## src/rtl/store_mem_port_arbiter.sv

```systemverilog
// Arbitrates the single memory port between the load and store issue buffers,
// tracks the one outstanding op, and squashes it on branch misprediction.
module store_mem_port_arbiter #(
    parameter int B_MASK_W   = 8,
    parameter int ALU_NUM    = 2,
    parameter int STARVE_MAX = 4,
    localparam int IDX_W     = $clog2(B_MASK_W),
    localparam int CNT_W     = $clog2(STARVE_MAX + 1)
) (
    input  logic                       i_clock,
    input  logic                       i_reset,
    input  logic                       i_ld_req_valid,
    input  logic [B_MASK_W-1:0]        i_ld_req_b_mask,
    input  logic                       i_st_req_valid,
    input  logic [B_MASK_W-1:0]        i_st_req_b_mask,
    input  logic                       i_st_urgent,
    input  logic                       i_mem_ack,
    input  logic                       i_clean_brat_en,
    input  logic [IDX_W-1:0]           i_clean_brat_num,
    input  logic [ALU_NUM-1:0]         i_clean_bit_brat_en,
    input  logic [ALU_NUM*IDX_W-1:0]   i_clean_bit_num_brat_ex,
    output logic                       o_stop_is_ld_en,
    output logic                       o_stop_is_st_en,
    output logic                       o_mem_req_valid,
    output logic                       o_mem_req_is_st,
    output logic                       o_ld_resp_valid,
    output logic                       o_st_resp_valid,
    output logic [CNT_W-1:0]           o_st_starve_cnt
);

    localparam logic [CNT_W-1:0] CNT_MAX = CNT_W'(STARVE_MAX);

    typedef enum logic [1:0] {
        S_IDLE    = 2'd0,
        S_BUSY_LD = 2'd1,
        S_BUSY_ST = 2'd2,
        S_DRAIN   = 2'd3
    } state_t;

    state_t              r_state;
    logic [B_MASK_W-1:0] r_out_mask;
    logic [CNT_W-1:0]    r_st_starve_cnt;

    logic [B_MASK_W-1:0] w_clr_vec;
    logic                w_busy;
    logic                w_port_free;
    logic                w_ld_elig;
    logic                w_st_elig;
    logic                w_st_grant;
    logic                w_ld_grant;
    logic                w_out_squash;
    logic                w_ld_resp;
    logic                w_st_resp;

    // Correct-prediction bit clears from all resolution ports merged into one vector.
    always_comb begin
        w_clr_vec = '0;
        for (int j = 0; j < ALU_NUM; j++) begin
            if (i_clean_bit_brat_en[j]) begin
                w_clr_vec[i_clean_bit_num_brat_ex[j*IDX_W +: IDX_W]] = 1'b1;
            end
        end
    end

    always_comb begin
        w_busy      = (r_state == S_BUSY_LD) || (r_state == S_BUSY_ST);
        w_port_free = (r_state == S_IDLE) || i_mem_ack;

        // Gating with i_reset keeps every output at its idle value while reset is held.
        w_ld_elig = i_reset && i_ld_req_valid &&
                    !(i_clean_brat_en && i_ld_req_b_mask[i_clean_brat_num]);
        w_st_elig = i_reset && i_st_req_valid &&
                    !(i_clean_brat_en && i_st_req_b_mask[i_clean_brat_num]);

        w_st_grant = w_port_free && w_st_elig &&
                     (i_st_urgent || (r_st_starve_cnt == CNT_MAX) || !w_ld_elig);
        w_ld_grant = w_port_free && w_ld_elig && !w_st_grant;

        // Squash test uses the registered mask, before this cycle's bit clears.
        w_out_squash = w_busy && i_clean_brat_en && r_out_mask[i_clean_brat_num];

        w_ld_resp = i_reset && (r_state == S_BUSY_LD) && i_mem_ack && !w_out_squash;
        w_st_resp = i_reset && (r_state == S_BUSY_ST) && i_mem_ack && !w_out_squash;
    end

    assign o_stop_is_ld_en = !w_ld_grant;
    assign o_stop_is_st_en = !w_st_grant;
    assign o_mem_req_valid = w_ld_grant || w_st_grant;
    assign o_mem_req_is_st = w_st_grant;
    assign o_ld_resp_valid = w_ld_resp;
    assign o_st_resp_valid = w_st_resp;
    assign o_st_starve_cnt = r_st_starve_cnt;

    always_ff @(posedge i_clock or negedge i_reset) begin
        if (!i_reset) begin
            r_state         <= S_IDLE;
            r_out_mask      <= '0;
            r_st_starve_cnt <= '0;
        end else begin
            if (w_st_grant) begin
                r_st_starve_cnt <= '0;
            end else if (i_st_req_valid && (r_st_starve_cnt != CNT_MAX)) begin
                r_st_starve_cnt <= r_st_starve_cnt + 1'b1;
            end

            if (w_st_grant) begin
                r_state    <= S_BUSY_ST;
                r_out_mask <= i_st_req_b_mask & ~w_clr_vec;
            end else if (w_ld_grant) begin
                r_state    <= S_BUSY_LD;
                r_out_mask <= i_ld_req_b_mask & ~w_clr_vec;
            end else begin
                case (r_state)
                    S_BUSY_LD, S_BUSY_ST: begin
                        if (i_mem_ack) begin
                            r_state    <= S_IDLE;
                            r_out_mask <= '0;
                        end else if (w_out_squash) begin
                            r_state <= S_DRAIN;
                        end else begin
                            r_out_mask <= r_out_mask & ~w_clr_vec;
                        end
                    end
                    S_DRAIN: begin
                        if (i_mem_ack) begin
                            r_state    <= S_IDLE;
                            r_out_mask <= '0;
                        end
                    end
                    default: begin
                        r_state <= S_IDLE;
                    end
                endcase
            end
        end
    end

endmodule

```

## config.mk

```make
export PLATFORM = sky130hd
export DESIGN_NAME = store_mem_port_arbiter
export DESIGN_NICKNAME = d
export VERILOG_FILES = /design/src/rtl/store_mem_port_arbiter.sv
export SDC_FILE = /design/constraint.sdc
export NUM_CORES = 1
export LEC_CHECK = 0
export BUFFER_PORTS_ARGS = -buffer_cell sky130_fd_sc_hd__buf_2
export CORE_MARGIN = 4
export CORE_UTILIZATION = 45
export CTS_CLUSTER_SIZE = 14
export DETAILED_ROUTE_END_ITERATION = 6
export GPL_TIMING_DRIVEN = 1
export PLACE_DENSITY = 0.72
export SYNTH_ARGS = -nofsm -noshare
export SYNTH_HDL_FRONTEND = slang
export SYNTH_SLANG_ARGS = --single-unit
```

## constraint.sdc

```tcl
create_clock -name i_clock -period 2.25 [get_ports i_clock]
set_input_delay 0.225 -clock i_clock [delete_from_list [all_inputs] [get_ports i_clock]]
set_output_delay 0.225 -clock i_clock [all_outputs]
set_load 0.03 [all_outputs]
```

==> results of run 1 <==
cells in the mapped netlist (4+ instances only):
master,n
ha_1,7
a22o_1,8
buf_6,4
nor2_1,10
o22ai_1,6
o21ai_0,10
mux2_2,4
a21oi_1,15
nand2_1,18
dfrtp_1,13
a21o_1,9
mux2i_1,4
inv_1,7
nand2b_1,7
per-layer routing:
metal  GRT usage, %  part of all wire [%]  vias up
li1               -                     -      695
met1           22.5                    40      667
met2           39.5                    54       36
met3           1.62                   4.0        4
met4           6.89                   1.2        0
met5              0                     0        -
final cells by class:
cell class	instances	area, um^2	share of cell area, %
Timing Repair Buffer	54	305	18.2
Multi-Input combinational cell	132	951	56.6
Tap cell	31	38.8	2.31
Sequential cell	13	327	19.4
Inverter	8	31.3	1.86
Clock buffer	4	26.3	1.56
worst max-delay path, cell delays in order:
cell	delay [ns]
dlygate4sd3_1	0.52
clkbuf_4	0.22
nand2_1	0.07
a211o_1	0.35
o21a_1	0.25
inv_1	0.09
buf_2	0.20
repair_timing:
action	4_1_cts	5_1_grt
hold endpoints to repair	5	0
pin swaps	0	1
hold buffers	1	0
gates cloned	0	0
resized for setup	1	4
endpoints found under the setup margin	2	3
buffers inserted	0	2
cells by family (layout without fill, tap and decap cells):
logic type	count (synthesis)	count (layout)	share of synthesized area, %
flops	13	13	24.3
buf+inv	13	66	6.06
xor+xnor	1	1	0.653
simple gates	52	52	20.8
compound gates	62	62	31.7
mux	10	10	9.98
fa+ha+maj	7	7	6.53
through the flow:
stage	cells	worst slack, ns	power [mW]	hold slack, ns	area (um^2)
2_1_floorplan	158	0.0505	0.728	-0.0706	1340
3_3_place_gp	235	0.0697	0.873	0.0928	1610
3_5_place_dp	235	0.0132	0.897	0.0953	1610
4_1_cts	240	0.0426	1.05	0.255	1650
5_1_grt	242	-0.00240	1.15	0.256	1680
6_report	242	0.0964	1.06	0.261	1680
power groups by stage:
stage,registers [mW],clock network [mW],logic (mW)
5_1_grt,0.375,0.170,0.605
4_1_cts,0.361,0.152,0.537
2_1_floorplan,0.399,0,0.330
6_report,0.363,0.151,0.544
3_3_place_gp,0.360,0,0.513
3_5_place_dp,0.365,0,0.532
flip-flops by register name, indices dropped and copies added, names as in the netlist:
name / count
o_st_starve_cnt: 3
r_out_mask: 8
r_state: 2
worst paths after layout:
kind                                    start            endpoint  slack (ns)  cells past startpoint
max                                   i_reset     o_stop_is_ld_en         0.1                      7
min                        i_st_req_b_mask[1]       r_out_mask[1]        0.26                      3
max reg2reg                        r_state[1]       r_out_mask[2]        0.13                      8
min reg2reg                     r_out_mask[6]       r_out_mask[6]        0.51                      1
max in group asynchronous             i_reset       r_out_mask[2]        1.58                      3
min in group asynchronous             i_reset  o_st_starve_cnt[0]        0.32                      2
==> impl_metrics.env, run 1 <==
export IMPL_firstDrtPassIters=4
export IMPL_synth_edff_count=0
export IMPL_yosysTopAreaCell="dfrtp_1"
export IMPL_numCtsBuffers=3
export IMPL_skew_ns=0.00798
export IMPL_worst_path_max_fanout=12
export IMPL_gp_congestion=0.856
export IMPL_grt_total_usage_pct=20.2
export IMPL_synth_cell_type_count=38
export IMPL_tightest_slew_ns=0.442
export IMPL_period_needed_ns=2.15
export IMPL_ys_flop_type="dfrtp_1"
export IMPL_syn_area_um2=1340
export IMPL_gr_total_overflow=0
export IMPL_die_y_um=62.6
export IMPL_row_count=19
export IMPL_synth_seq_cells=13
export IMPL_ios=43
export IMPL_wl_per_cell_um=15.9
export IMPL_slew_violations=0
export IMPL_grt_max_degree=13
export IMPL_drv_cap=0
export IMPL_post_route_period_util_pct=95.7
export IMPL_dp_hpwl_um=3230
export IMPL_final_util_pct=59.9
export IMPL_crit_arrival_ns=1.93
export IMPL_ys_warn_count=0
export IMPL_synth_seq_area_share_pct=24.3
export IMPL_drtIter0Drc=84
export IMPL_core_area_um2=2810
export IMPL_synth_top_area_share_pct=24.3
export IMPL_yosys_top_cells_area="dfrtp_1 (24%), ha_1 (6.5%), a21oi_1 (5.6%)"
export IMPL_h_tree_depth=1
export IMPL_status="finished clean"
export IMPL_vdd_drop_max_mv=0.274
export IMPL_end_kind="primary output"
export IMPL_cts_root_buf="clkbuf_4"
export IMPL_drc=0
export IMPL_nNetsFinal=253
export IMPL_tritoncts="done"
export IMPL_grt_pass1_vias=1493
export IMPL_synth_nets=199
export IMPL_layout_common_cells="buf_2 (41), nand2_1 (17), a21oi_1 (14)"
export IMPL_tns_ns=0
export IMPL_pwr_share_comb_pct=51.4
export IMPL_clkPwrFrac_pct=14.3
export IMPL_synthToLayoutAreaGrowth_pct=25.2
export IMPL_vias_per_cell=5.79
export IMPL_synthArstFlopShare_pct=100
export IMPL_clk_pin_slew_ns=0.08
export IMPL_wl_um=3850
export IMPL_initial_core_util_pct=47.8
export IMPL_syn_area_per_cell_um2=8.49
export IMPL_hp_class="input pin to flop"
export IMPL_ant_nets=0
export IMPL_switching_share_pct=42.2
export IMPL_critPathRequiredTime_ns=2.03
export IMPL_antenna_found_initial=0
export IMPL_p_leak_nw=0.833
export IMPL_start_kind="input pin"
export IMPL_cts_sinks=13
export IMPL_grt_pass1_wl_um=6530
export IMPL_clk_latency_ns=0.28
export IMPL_fmax_mhz=464
export IMPL_antennaDiodeCount=0
export IMPL_layout_commonest_cell="buf_2"
export IMPL_setup_viol=0
export IMPL_vias=1402
export IMPL_numPortBuffers=42
export IMPL_syn_inst=158
export IMPL_die_area_um2=3920
export IMPL_max_slew_margin_rel_pct=70.3
export IMPL_path_class="input pin to primary output"
export IMPL_hold_viol_final=0
export IMPL_p_per_area_nw_per_um2=631
export IMPL_p_sw_uw=447
export IMPL_fill_cells=263
export IMPL_drive_above_1_share_pct=34.6
export IMPL_ctsLongestPathBuffers=2
export IMPL_p_int_uw=612
export IMPL_pwr_share_seq_pct=34.3
export IMPL_die_x_um=62.6
Note: power is estimated with default switching activity, not from simulation.
==> run 2: changes to the inputs <==
--- a/config.mk
+++ b/config.mk
@@ -5,13 +5,14 @@
 export SDC_FILE = /design/constraint.sdc
 export NUM_CORES = 1
 export LEC_CHECK = 0
+export ABC_AREA = 1
 export BUFFER_PORTS_ARGS = -buffer_cell sky130_fd_sc_hd__buf_2
 export CORE_MARGIN = 4
 export CORE_UTILIZATION = 45
 export CTS_CLUSTER_SIZE = 14
 export DETAILED_ROUTE_END_ITERATION = 6
 export GPL_TIMING_DRIVEN = 1
-export PLACE_DENSITY = 0.72
+export PLACE_DENSITY = 0.7
 export SYNTH_ARGS = -nofsm -noshare
 export SYNTH_HDL_FRONTEND = slang
 export SYNTH_SLANG_ARGS = --single-unit
==> run 2 against run 1 <==
Net effect: clock skew decreased by 0.0025 ns; wire length increased by 3.5%; area after synthesis up 14%; register-to-register slack improved by 0.31 ns; via count up 23%; sequential power grew 19%; largest cell class unchanged; cell count rose by 45%.
==> impl_metrics.env, run 2 <==
export IMPL_largest_register="r_out_mask"
export IMPL_synth_seq_cells=13
export IMPL_crit_arrival_ns=1.88
export IMPL_firstDrtPassIters=4
export IMPL_syn_area_um2=1530
export IMPL_die_x_um=66.4
export IMPL_total_power_mw=1.41
export IMPL_ant_nets=0
export IMPL_grt_pass1_wl_um=6480
export IMPL_synth_cell_type_count=27
export IMPL_tritoncts="done"
export IMPL_synthArstFlopShare_pct=100
export IMPL_synth_seq_area_share_pct=21.2
export IMPL_register_area_um2=325
export IMPL_skew_ns=0.00547
export IMPL_hp_class="input pin to flop"
export IMPL_row_count=20
export IMPL_setup_viol=0
export IMPL_max_slew_margin_rel_pct=78.2
export IMPL_vias_per_cell=4.90
export IMPL_grt_total_usage_pct=18.8
export IMPL_yosysTopAreaCell="nand2_1"
export IMPL_syn_area_per_cell_um2=5.81
export IMPL_netlist_top_cells_count="nand2_1 (87), inv_1 (51), nand3_1 (33)"
export IMPL_fmax_mhz=474
export IMPL_layout_common_cells="nand2_1 (87), inv_1 (51), buf_2 (41)"
export IMPL_rsz0062_at_grt="no"
export IMPL_worstRegToRegCells=11
export IMPL_numPortBuffers=42
export IMPL_final_cell_count_no_fill=351
export IMPL_drc=0
export IMPL_place_inst=346
export IMPL_end_kind="primary output"
export IMPL_initial_core_util_pct=48.6
export IMPL_start_kind="flop"
export IMPL_yosysMostFrequentCell="nand2_1"
export IMPL_ios=43
export IMPL_p_leak_nw=1.09
export IMPL_timing_final_ws_setup_ns=0.142
export IMPL_gp_congestion=0.818
export IMPL_die_y_um=66.4
export IMPL_fill_cells=353
export IMPL_layout_commonest_cell="nand2_1"
export IMPL_synth_edff_count=0
export IMPL_die_area_um2=4400
export IMPL_antenna_found_initial=0
export IMPL_h_tree_depth=1
export IMPL_gr_total_overflow=0
export IMPL_nNetsFinal=349
export IMPL_largest_reg_flops=8
export IMPL_syn_inst=264
export IMPL_hold_viol_final=0
export IMPL_p_per_area_nw_per_um2=773
export IMPL_wl_per_cell_um=11.4
export IMPL_clk_pin_slew_ns=0.09
export IMPL_drive_above_1_share_pct=19.9
export IMPL_wl_um=3990
export IMPL_clk_latency_ns=0.29
export IMPL_design_area_um2=1820
export IMPL_post_place_ws_ns=0.328
export IMPL_numCtsBuffers=3
export IMPL_cts_setup_buffers=0
export IMPL_antennaDiodeCount=0
export IMPL_critPathRequiredTime_ns=2.03
export IMPL_worst_path_max_fanout=22
export IMPL_period_needed_ns=2.11
export IMPL_ys_flop_type="dfrtp_1"
export IMPL_ctsLongestPathBuffers=2
export IMPL_vdd_drop_max_mv=0.299
export IMPL_slew_violations=0
export IMPL_status="finished clean"
export IMPL_dp_hpwl_um=3180
export IMPL_holdPathStages=5
export IMPL_synth_nets=305
export IMPL_synth_top_area_share_pct=21.3
export IMPL_core_area_um2=3150
export IMPL_yosys_top_cells_area="nand2_1 (21%), dfrtp_1 (21%), inv_1 (12%)"
export IMPL_vias=1719
export IMPL_drv_cap=0
export IMPL_post_route_period_util_pct=93.7
export IMPL_grt_pass1_vias=1508
export IMPL_cts_root_buf="clkbuf_4"
export IMPL_drtIter0Drc=64
export IMPL_postPlaceCellArea_um2=1760
export IMPL_tns_ns=0
export IMPL_cts_sinks=13
export IMPL_tightest_slew_ns=0.324
export IMPL_multi_input_area_um2=961
export IMPL_synthToLayoutAreaGrowth_pct=18.9
export IMPL_path_class="flop to primary output"
export IMPL_ys_warn_count=0
export IMPL_grt_max_degree=23
[run 2: cell types whose count changed in the layout (fill, tap and decap cells not counted), sizes merged, moves of 7 or more]
cell	previous run	this run
nor2	11	23
a22o	8	0
buf	52	43
nand2b	9	0
o21ai	10	3
a21o	9	0
inv	7	54
nand3	2	37
nand4	0	8
nand2	18	89
[run 2: final timing paths]
kind | startpoint | endpoint | slack [ns]
max reg2reg | r_state[0] | r_out_mask[6] | 0.44
min in group asynchronous | i_reset | r_state[1] | 0.27
max | r_state[0] | o_mem_req_is_st | 0.14
min reg2reg | r_out_mask[3] | r_out_mask[3] | 0.49
min | i_st_req_b_mask[5] | r_out_mask[5] | 0.26
max in group asynchronous | i_reset | r_out_mask[7] | 1.61
[run 2: repair_timing]
action	CTS	global route
hold buffers	1	0
endpoints found under the setup margin	0	2
resized for setup	0	5
endpoints found under the hold margin	13	0
[run 2: layout make-up]
cell class              instances  share of cell area (%)
flip-flops and latches         13                    17.9
well taps                      44                    3.02
multi-input cells             189                    52.7
clock buffers                   4                    1.44
repair buffers                 45                    13.0
inverters                      56                    11.9
[run 2: power breakdown]
part / leakage (nW) / switching, mW / internal [mW] / total (mW)
combinational: 0.907 / 0.526 / 0.294 / 0.820
clock: 0.0150 / 0.0864 / 0.0689 / 0.155
sequential: 0.170 / 0.0953 / 0.337 / 0.433
total: 1.09 / 0.708 / 0.700 / 1.41
[run 2: through the flow]
stage	hold slack [ns]	util (%)
after CTS	0.251	57.0
final	0.258	57.8
after floorplan	-0.0706	-
after global placement	0.0522	55.8
after global routing	0.274	57.8
after detailed placement	0.0513	55.8
[run 2: per-layer routing]
layer	GRT usage [%]	wire length, um	up-vias	share of wire (%)
met5	0	0	-	0
met4	5.33	17	0	0.43
met3	2.89	298	2	7.5
met2	32.7	1890	58	48
met1	23.7	1780	748	45
li1	-	-	911	-
[run 2: cell families after synthesis]
| kind of cell | synth area share, % |
|---|---|
| AO/OA/AOI/OAI | 7.02 |
| adder cells (fa/ha/maj) | 5.71 |
| buffers and inverters | 17.2 |
| flip-flops | 21.2 |
| AND/OR/NAND/NOR | 48.8 |
[run 2: worst max-delay path, stage by stage, from the launching register on]
cell and delay [ns]:
dfrtp_1 0.43, inv_1 0.12, ha_1 0.15, nor2_1 0.05
nor2_1 0.11, nand2_1 0.06, inv_1 0.14, nand2_8 0.14
inv_4 0.16, clkbuf_4 0.21
